File: config.mk
export PLATFORM = sky130hd
export DESIGN_NAME = dispatch_buffer
export DESIGN_NICKNAME = d
export VERILOG_FILES = /design/src/rtl/dispatch_buffer.sv
export SDC_FILE = /design/constraint.sdc
export NUM_CORES = 2
export LEC_CHECK = 0
export BUFFER_PORTS_ARGS = -buffer_cell sky130_fd_sc_hd__buf_2
export CAP_MARGIN = 20
export CELL_PAD_IN_SITES_DETAIL_PLACEMENT = 2
export CELL_PAD_IN_SITES_GLOBAL_PLACEMENT = 2
export CORE_MARGIN = 2
export CORE_UTILIZATION = 35
export DETAILED_ROUTE_END_ITERATION = 12
export PLACE_DENSITY_LB_ADDON = 0.1
export SLEW_MARGIN = 20
export SYNTH_ARGS = -nofsm -noshare
export SYNTH_HDL_FRONTEND = slang
export SYNTH_SLANG_ARGS = --single-unit
File: constraint.sdc
create_clock -name clk -period 4.3 [get_ports clk]
set_clock_uncertainty 0.15 [all_clocks]
set_input_delay 0.215 -clock clk [delete_from_list [all_inputs] [get_ports clk]]
set_output_delay 0.215 -clock clk [all_outputs]
set_load 0.01 [all_outputs]
File: src/rtl/dispatch_buffer.sv
// rtl/dispatch_buffer.sv - in-order dispatch FIFO with operand wakeup snooping
module dispatch_buffer #(
  parameter int INST_ID_BITS = 6,
  parameter int PRN_BITS     = 6,
  parameter int MAX_OPERANDS = 3,
  parameter int FU_COUNT     = 4,
  parameter int FUC_BITS     = 2,
  parameter int DEPTH        = 4
) (
  input  logic                                   clk,
  input  logic                                   rst,
  input  logic                                   in_inst_valid,
  output logic                                   in_inst_ready,
  input  logic [INST_ID_BITS-1:0]                in_inst_id,
  input  logic [31:0]                            in_raw_instr,
  input  logic [63:0]                            in_instr_pc,
  input  logic [FUC_BITS-1:0]                    in_fu_choice,
  input  logic [MAX_OPERANDS-1:0]                in_prn_input_valid,
  input  logic [MAX_OPERANDS-1:0]                in_prn_input_ready,
  input  logic [MAX_OPERANDS-1:0]                in_prn_output_valid,
  input  logic [MAX_OPERANDS*PRN_BITS-1:0]       in_prn_input,
  input  logic [MAX_OPERANDS*PRN_BITS-1:0]       in_prn_output,
  input  logic [FU_COUNT*MAX_OPERANDS-1:0]       set_prn_ready,
  input  logic [FU_COUNT*MAX_OPERANDS*PRN_BITS-1:0] set_prn,
  input  logic [FU_COUNT-1:0]                    queue_ready,
  output logic                                   out_inst_valid,
  output logic [INST_ID_BITS-1:0]                out_inst_id,
  output logic [31:0]                            out_raw_instr,
  output logic [63:0]                            out_instr_pc,
  output logic [FUC_BITS-1:0]                    out_fu_choice,
  output logic [MAX_OPERANDS-1:0]                out_prn_input_valid,
  output logic [MAX_OPERANDS-1:0]                out_prn_input_ready,
  output logic [MAX_OPERANDS-1:0]                out_prn_output_valid,
  output logic [MAX_OPERANDS*PRN_BITS-1:0]       out_prn_input,
  output logic [MAX_OPERANDS*PRN_BITS-1:0]       out_prn_output,
  input  logic                                   flush,
  output logic [$clog2(DEPTH):0]                 occupancy
);

  localparam int PW  = $clog2(DEPTH);
  localparam int CW  = PW + 1;
  localparam int OPW = MAX_OPERANDS * PRN_BITS;
  localparam int NB  = FU_COUNT * MAX_OPERANDS;

  logic [INST_ID_BITS-1:0] id_q   [DEPTH];
  logic [INST_ID_BITS-1:0] id_d   [DEPTH];
  logic [31:0]             raw_q  [DEPTH];
  logic [31:0]             raw_d  [DEPTH];
  logic [63:0]             pc_q   [DEPTH];
  logic [63:0]             pc_d   [DEPTH];
  logic [FUC_BITS-1:0]     fuc_q  [DEPTH];
  logic [FUC_BITS-1:0]     fuc_d  [DEPTH];
  logic [MAX_OPERANDS-1:0] piv_q  [DEPTH];
  logic [MAX_OPERANDS-1:0] piv_d  [DEPTH];
  logic [MAX_OPERANDS-1:0] rdy_q  [DEPTH];
  logic [MAX_OPERANDS-1:0] rdy_d  [DEPTH];
  logic [MAX_OPERANDS-1:0] pov_q  [DEPTH];
  logic [MAX_OPERANDS-1:0] pov_d  [DEPTH];
  logic [OPW-1:0]          pin_q  [DEPTH];
  logic [OPW-1:0]          pin_d  [DEPTH];
  logic [OPW-1:0]          pout_q [DEPTH];
  logic [OPW-1:0]          pout_d [DEPTH];

  logic [PW-1:0] head_q, head_d, tail_q, tail_d;
  logic [CW-1:0] count_q, count_d;

  logic                head_qr;
  logic [FUC_BITS-1:0] head_fuc;
  logic                push, pop;

  // True when any writeback lane broadcasts the given PRN this cycle
  function automatic logic bcast_match(input logic [PRN_BITS-1:0] prn,
                                       input logic [NB-1:0] vld,
                                       input logic [NB*PRN_BITS-1:0] tags);
    logic hit;
    hit = 1'b0;
    for (int b = 0; b < NB; b++) begin
      if (vld[b] && (tags[b*PRN_BITS +: PRN_BITS] == prn)) hit = 1'b1;
    end
    return hit;
  endfunction

  // Handshake: head dispatchability via its FU queue; out-of-range FU choices never match
  always_comb begin
    head_fuc = fuc_q[head_q];
    head_qr  = 1'b0;
    for (int f = 0; f < FU_COUNT; f++) begin
      if (int'(head_fuc) == f) head_qr = queue_ready[f];
    end
    in_inst_ready  = (count_q < CW'(DEPTH)) && !flush;
    out_inst_valid = (count_q != '0) && head_qr && !flush;
    push           = in_inst_valid && in_inst_ready;
    pop            = out_inst_valid;
    occupancy      = count_q;
  end

  // Head payload, zeroed when not dispatching; ready merges same-cycle wakeups
  always_comb begin
    out_inst_id          = '0;
    out_raw_instr        = '0;
    out_instr_pc         = '0;
    out_fu_choice        = '0;
    out_prn_input_valid  = '0;
    out_prn_input_ready  = '0;
    out_prn_output_valid = '0;
    out_prn_input        = '0;
    out_prn_output       = '0;
    if (out_inst_valid) begin
      out_inst_id          = id_q[head_q];
      out_raw_instr        = raw_q[head_q];
      out_instr_pc         = pc_q[head_q];
      out_fu_choice        = fuc_q[head_q];
      out_prn_input_valid  = piv_q[head_q];
      out_prn_output_valid = pov_q[head_q];
      out_prn_input        = pin_q[head_q];
      out_prn_output       = pout_q[head_q];
      for (int j = 0; j < MAX_OPERANDS; j++) begin
        out_prn_input_ready[j] = piv_q[head_q][j] &&
          (rdy_q[head_q][j] ||
           bcast_match(pin_q[head_q][j*PRN_BITS +: PRN_BITS], set_prn_ready, set_prn));
      end
    end
  end

  // Next state: snoop wakeups, then flush or enqueue/dequeue with pointer wrap
  always_comb begin
    id_d    = id_q;
    raw_d   = raw_q;
    pc_d    = pc_q;
    fuc_d   = fuc_q;
    piv_d   = piv_q;
    rdy_d   = rdy_q;
    pov_d   = pov_q;
    pin_d   = pin_q;
    pout_d  = pout_q;
    head_d  = head_q;
    tail_d  = tail_q;
    count_d = count_q;

    for (int e = 0; e < DEPTH; e++) begin
      for (int j = 0; j < MAX_OPERANDS; j++) begin
        if (piv_q[e][j] &&
            bcast_match(pin_q[e][j*PRN_BITS +: PRN_BITS], set_prn_ready, set_prn)) begin
          rdy_d[e][j] = 1'b1;
        end
      end
    end

    if (flush) begin
      head_d  = '0;
      tail_d  = '0;
      count_d = '0;
      for (int e = 0; e < DEPTH; e++) rdy_d[e] = '0;
    end else begin
      if (push) begin
        id_d[tail_q]   = in_inst_id;
        raw_d[tail_q]  = in_raw_instr;
        pc_d[tail_q]   = in_instr_pc;
        fuc_d[tail_q]  = in_fu_choice;
        piv_d[tail_q]  = in_prn_input_valid;
        pov_d[tail_q]  = in_prn_output_valid;
        pin_d[tail_q]  = in_prn_input;
        pout_d[tail_q] = in_prn_output;
        for (int j = 0; j < MAX_OPERANDS; j++) begin
          rdy_d[tail_q][j] = in_prn_input_valid[j] &&
            (in_prn_input_ready[j] ||
             bcast_match(in_prn_input[j*PRN_BITS +: PRN_BITS], set_prn_ready, set_prn));
        end
        tail_d = tail_q + PW'(1);
      end
      if (pop) head_d = head_q + PW'(1);
      count_d = count_q + CW'(push) - CW'(pop);
    end
  end

  // State registers with asynchronous clear
  always_ff @(posedge clk or negedge rst) begin
    if (!rst) begin
      head_q  <= '0;
      tail_q  <= '0;
      count_q <= '0;
      for (int e = 0; e < DEPTH; e++) begin
        id_q[e]   <= '0;
        raw_q[e]  <= '0;
        pc_q[e]   <= '0;
        fuc_q[e]  <= '0;
        piv_q[e]  <= '0;
        rdy_q[e]  <= '0;
        pov_q[e]  <= '0;
        pin_q[e]  <= '0;
        pout_q[e] <= '0;
      end
    end else begin
      head_q  <= head_d;
      tail_q  <= tail_d;
      count_q <= count_d;
      for (int e = 0; e < DEPTH; e++) begin
        id_q[e]   <= id_d[e];
        raw_q[e]  <= raw_d[e];
        pc_q[e]   <= pc_d[e];
        fuc_q[e]  <= fuc_d[e];
        piv_q[e]  <= piv_d[e];
        rdy_q[e]  <= rdy_d[e];
        pov_q[e]  <= pov_d[e];
        pin_q[e]  <= pin_d[e];
        pout_q[e] <= pout_d[e];
      end
    end
  end

endmodule

### After elaboration in Yosys (flattened, before gate mapping)

Cells that the tools add are included.

* memories kept: 0
* word-level logic and storage cells: 833
* output and inout bits: 154
* bits in registers: 603
* memory bits (writable): 0
* bits of input ports: 241
* bits in read-only memories: 0
* bits in latches: 0

* add/subtract/negate cells: 4
* magnitude comparators: 4
* div/mod/pow operators: 0
* equal/unequal tests: 219
* reductions and logical operators: 251
* $mul: 0
* multiplexer cells: 313
* shift-type cells: 0
* bitwise gates (word level): 3

Operators by type and width (number)
* $eq 6x6->1: 216
* $bwmux 256: 1
* $mux 64: 4
* $mux 1: 242
* $logic_and 1x1->1: 239
* $bwmux 72: 2
* $bmux 64 s2: 1
* $bwmux 128: 1
* $demux 64 s2: 1
* $mux 32: 4
* $mux 18: 7
* $bmux 18 s2: 2
* $bmux 32 s2: 1
* $demux 32 s2: 1
* $bwmux 12: 5
* $demux 18 s2: 1
* $mux 3: 12
* $bwmux 24: 1
* $demux 3 s2: 4
* $mux 12: 2
* $mux 6: 4
* $bmux 3 s2: 3
* $mux 2: 9
* $bmux 6 s2: 1
* 20 further kinds: 30

### Longest topological paths before layout

* depth after elaboration: 23
* gate-level depth with buffers: 15
* depth with buffers taken out: 12

### Worst setup path after synthesis

Ideal clock, no wire load.

* path type: flip-flop to flip-flop
* start: reg head_q[0]
* end: reg count_q[2] (netlist: occupancy[2])
* library setup time: 0.132 ns
* path slack: 0.742 ns
* required time: 4.018 ns
* arrival time: 3.276 ns
* cell stages (with the launch flop): 16
* path buffers: 3
* path through: dfrtp_1 -> buf_6 -> mux4_2 -> mux4_2 -> o31ai_1 -> or2_1 -> inv_2 -> buf_2 -> clkbuf_1 -> ha_1 -> inv_1 -> ha_1 -> fa_1 -> xnor2_1 -> xnor2_1 -> nor2_1

* word-level cells in the longest chain between the ends: 13

Ends and longest elaborated chain
* start: declaration: line 64 `logic [PW-1:0] head_q, head_d, tail_q, tail_d;`
* start signal: assignment: line 179 `head_q <= '0;`
* start signal: assignment: line 194 `head_q <= head_d;`
* $not 2->3 (not written as such) (*): line 85 `head_fuc = fuc_q[head_q];`
* $bmux 2 s2 (*): line 85
* $mux 2 (not written as such) (*) (2 in a row): line 85
* $logic_not 2->1: line 88 `if (int'(head_fuc) == f) head_qr = queue_ready[f];`
* $mux 1 (3 in a row): line 88
* $mux 1 (*): line 88
* $logic_and 1x1->1 (*) (2 in a row): line 91 `out_inst_valid = (count_q != '0) && head_qr && !flush;`
* named net out_inst_valid: line 26 `output logic out_inst_valid,`
* $sub 3x1->3 (*): line 172 `count_d = count_q + CW'(push) - CW'(pop);`
* $mux 3 (*): line 149 `if (flush) begin`
* named net count_d[2]: line 65 `logic [CW-1:0] count_q, count_d;`
* end signal: assignment: line 196 `count_q <= count_d;`
* end: declaration: line 65

Mark *: on every way through the listed nets, which the timed path passes. The rest lies on a longest branch. The select of a mux whose other input is x is not followed.
A chain may end at the register's enable or synchronous reset.

### Worst setup path after layout

* start: reg head_q[0]
* end: out out_prn_input_ready[1]

* word-level cells in the longest chain between the ends: 22

Ends and longest elaborated chain
* $not 2->3 (not written as such) (*)
* $bmux 18 s2: line 120 `bcast_match(pin_q[head_q][j*PRN_BITS +: PRN_BITS], set_prn_ready, set_prn));`
* $mux 18 (2 in a row)
* $eq 6x6->1: line 78 `if (vld[b] && (tags[b*PRN_BITS +: PRN_BITS] == prn)) hit = 1'b1;`
* $logic_and 1x1->1: line 78
* $mux 1 (12 in a row): line 78
* $mux 1: line 108 `if (out_inst_valid) begin`
* $logic_or 1x1->1: line 119 `(rdy_q[head_q][j] ||`
* $logic_and 1x1->1: line 118 `out_prn_input_ready[j] = piv_q[head_q][j] &&`
* $mux 3 (*): line 108
* end: declaration: line 32 `output logic [MAX_OPERANDS-1:0] out_prn_input_ready,`

Mark *: on every way between the ends. The rest lies on a longest branch, timed or not. The select of a mux whose other input is x is not followed.

==> flow_summary.toml <==
[cells_and_area]
finalInstanceArea_sq_um = 52200
drive_gt1_frac = 0.172
syn_to_final_growth_pct = 19.3
final_nets = 5745
stdcell_count = 7206
multi_input_area_sq_um = 26300
post-route-util = 0.421
register_area_sq_um = 15100
fillerInstances = 13700

[placement]
dpl.cell_count = 6847
post_dp_cell_area_sq_um = 47400
gp_congestion = 0.928
hpwl_mm = 137
port_buffers = 394

[min_path]
hp-start = "flush"
hp-class = "in2reg"
holdPathEnd = "head_q[0]"
hold_depth = 2

[drt]
vias = 41200
drtPass1Iterations = 5
wire_per_inst_um = 30.3
remaining_drc_errors = 0
vias_per_cell = 5.72
drt-total-wl_mm = 218
initialDrtViolationCount = 3512
ant_nets = 0

[grt]
grt_pass1_vias = 44600
grt_max_degree = 118
grt_overflow_total = 0
grt_pass1_wl_mm = 316
grt.total_usage = 0.338
antenna_found_initial = 25

[setup_path]
required_ps = 3930
r2r_slack_ps = 530
rr_endpoint = "occupancy[2]"
worstSetupPathType = "reg2out"
r2r_cells = 12
reg2reg_from = "head_q[0]"
path_max_fanout = 22
critPathLaunchType = "flip-flop"
cp-end-kind = "output pin"
worstPathArrival_ps = 3810

[cts]
clk_latency_ps = 670
numCtsBuffers = 76
root_buffer = "clkbuf_16"
cts_tree = "done"
clock_path_buffers = 3
cts_num_sinks = 603
clk_pin_slew_ps = 60
htree_levels = 3

[die]
num_rows = 129
io_pins = 395
core_area_sq_um = 124000
die_area_sq_um = 128000
die_width_um = 357
die_h_um = 357
start_util = 0.353

[logic_synthesis]
postSynthCellCount = 5150
ys_seq_area_frac = 0.345
synth.area.top_cells = "dfrtp_1, nand2_1, xnor2_1"
ys_types = 42
ys_ff_latch = 603
post-synth-top-area-fraction = 0.345
syn_nets = 5398
yosys_warnings = 0
syn-cell-area_sq_um = 43700
yosysTopAreaCell = "dfrtp_1"
synth_area_per_cell_sq_um = 8.49

[outcome]
status = "completed"

[pwr]
p_sw_uw = 14600
intPower_uw = 19600
pwr-share-seq = 0.291
switching_share = 0.427
power.share.combinational = 0.508
irDropWorstVdd_v = 0.000304
power.leakage_uw = 0.0241
clockPowerShare = 0.201
power_density_nw_per_um2 = 655

[timing]
setup_viol_count_final = 0
max_slew_margin = 0.263
slew_violations = 0
tightest_slew_ps = 1110
final.min_clock_period_ps = 4180
min_period_over_period = 0.971
fin_tns_setup_ps = 0
report.final.hold_viol_count = 0
clock.fmax_mhz = 239

[flow_run]
maxCapViolCount = 0
## metrics by stage
stage / hold WS, ps / setup slack, ps / power, uW
floorplan: -231 / 742 / 21100
global placement: 57.1 / 612 / 25500
detailed placement: 50.6 / 520 / 26200
CTS: 28.9 / 3.34 / 33400
global route: 37.8 / -49.5 / 36200
finish: 65.7 / 123 / 34200
## layout by cell type (no fill, tap or decap), types with 6 or more instances in the layout
master	n
nand2_1	1743
xnor2_1	662
xor2_1	647
dfrtp_1	601
buf_2	393
nor4_1	257
buf_4	250
nand4_1	215
dlygate4sd3_1	149
mux4_2	148
and2_1	145
clkbuf_16	76
o21ai_0	28
buf_12	27
mux2i_1	23
inv_1	22
nor2_1	18
a21oi_1	17
clkbuf_1	16
clkbuf_8	15
diode_2	13
clkinv_2	10
a31oi_1	9
nor3_1	7
bufinv_16	7
a41oi_1	6
ha_1	6
clkinvlp_4	6
## cell type report
type | count | area share
Sequential cell | 603 | 0.289
Clock inverter | 30 | 0.00935
Timing Repair Buffer | 824 | 0.115
Clock buffer | 107 | 0.0416
Multi-Input combinational cell | 3968 | 0.503
Inverter | 24 | 0.00182
Antenna cell | 13 | 0.000624
Tap cell | 1637 | 0.0393
## sequential cells by signal (all words and copies together), names as in the netlist
register	count
pin_q	72
occupancy	3
tail_q	2
fuc_q	8
pout_q	72
raw_q	128
head_q	2
pc_q	256
id_q	24
pov_q	12
rdy_q	12
piv_q	12
## power by group through the flow
stage / combinational [uW] / sequential [uW] / clock [uW]
final: 17400 / 9960 / 6860
after floorplan: 12100 / 8980 / 0
after global routing: 18800 / 10200 / 7200
after detailed placement: 16200 / 9950 / 0
after global placement: 15600 / 9870 / 0
after CTS: 16500 / 9910 / 7000
## metal layers
metal	track usage	wire length [um]	up-vias
met4	0.159	11500	14
met1	0.435	89200	21600
li1	-	-	17300
met3	0.0629	16500	607
met2	0.548	101000	1802
met5	0	88	-
## cell usage after synthesis (all sizes together)
master  instances
o21ai          28
nor4          257
fa              1
a31oi          10
mux4          148
o21bai          1
a32oi           1
nand2        1747
nand3           2
nor3            7
or4             5
nand2b          1
nor2b           4
o22ai           2
dfrtp         603
or2             1
buf           185
nand4         215
clkbuf        370
xor2          647
nor2           18
a41oi           6
a22oi           2
ha              6
o31ai           2
o31a            1
xnor2         662
a211o           1
mux2i          24
a21oi          17
and3            1
a21boi          1
o211a           1
and2          149
inv            24
## critical path: stages (launching register included)
cell      delay, ps
dfrtp_4         620
buf_8           300
mux4_2          740
xnor2_1         200
nand4_1         140
nor4_1           70
or4_1           530
nor4_1          220
a21boi_1        130
buf_2           170
## cells by family (layout without fill, tap and decap cells)
| family | after synthesis | after routing | share of synthesized area |
|---|---|---|---|
| xor+xnor | 1309 | 1309 | 0.262 |
| mux | 172 | 172 | 0.0820 |
| other cells | 0 | 13 | 0 |
| fa+ha+maj | 7 | 7 | 0.00217 |
| simple gates | 2407 | 2407 | 0.243 |
| flops | 603 | 603 | 0.345 |
| compound gates | 73 | 73 | 0.00993 |
| buf+inv | 579 | 985 | 0.0553 |
## worst max-delay path by stage
stage,endpoint,slack (ps),startpoint,depth (start not counted)
after floorplan,occupancy[2],740,head_q[0],15
after global placement,occupancy[2],610,head_q[0],12
after detailed placement,occupancy[2],520,head_q[0],12
after CTS,out_prn_input_ready[0],3,head_q[1],9
after global routing,out_prn_input_ready[1],-50,head_q[0],9
final,out_prn_input_ready[1],120,head_q[0],9
## timing repair
action / in CTS / in global routing
hold buffers: 150 / 0
endpoints found under the setup margin: 3 / 3
cloned: 1 / 0
hold endpoints to repair: 987 / 0
buffers inserted: 0 / 58
gates resized for setup: 2 / 3
(Power assumes the default switching activity.)
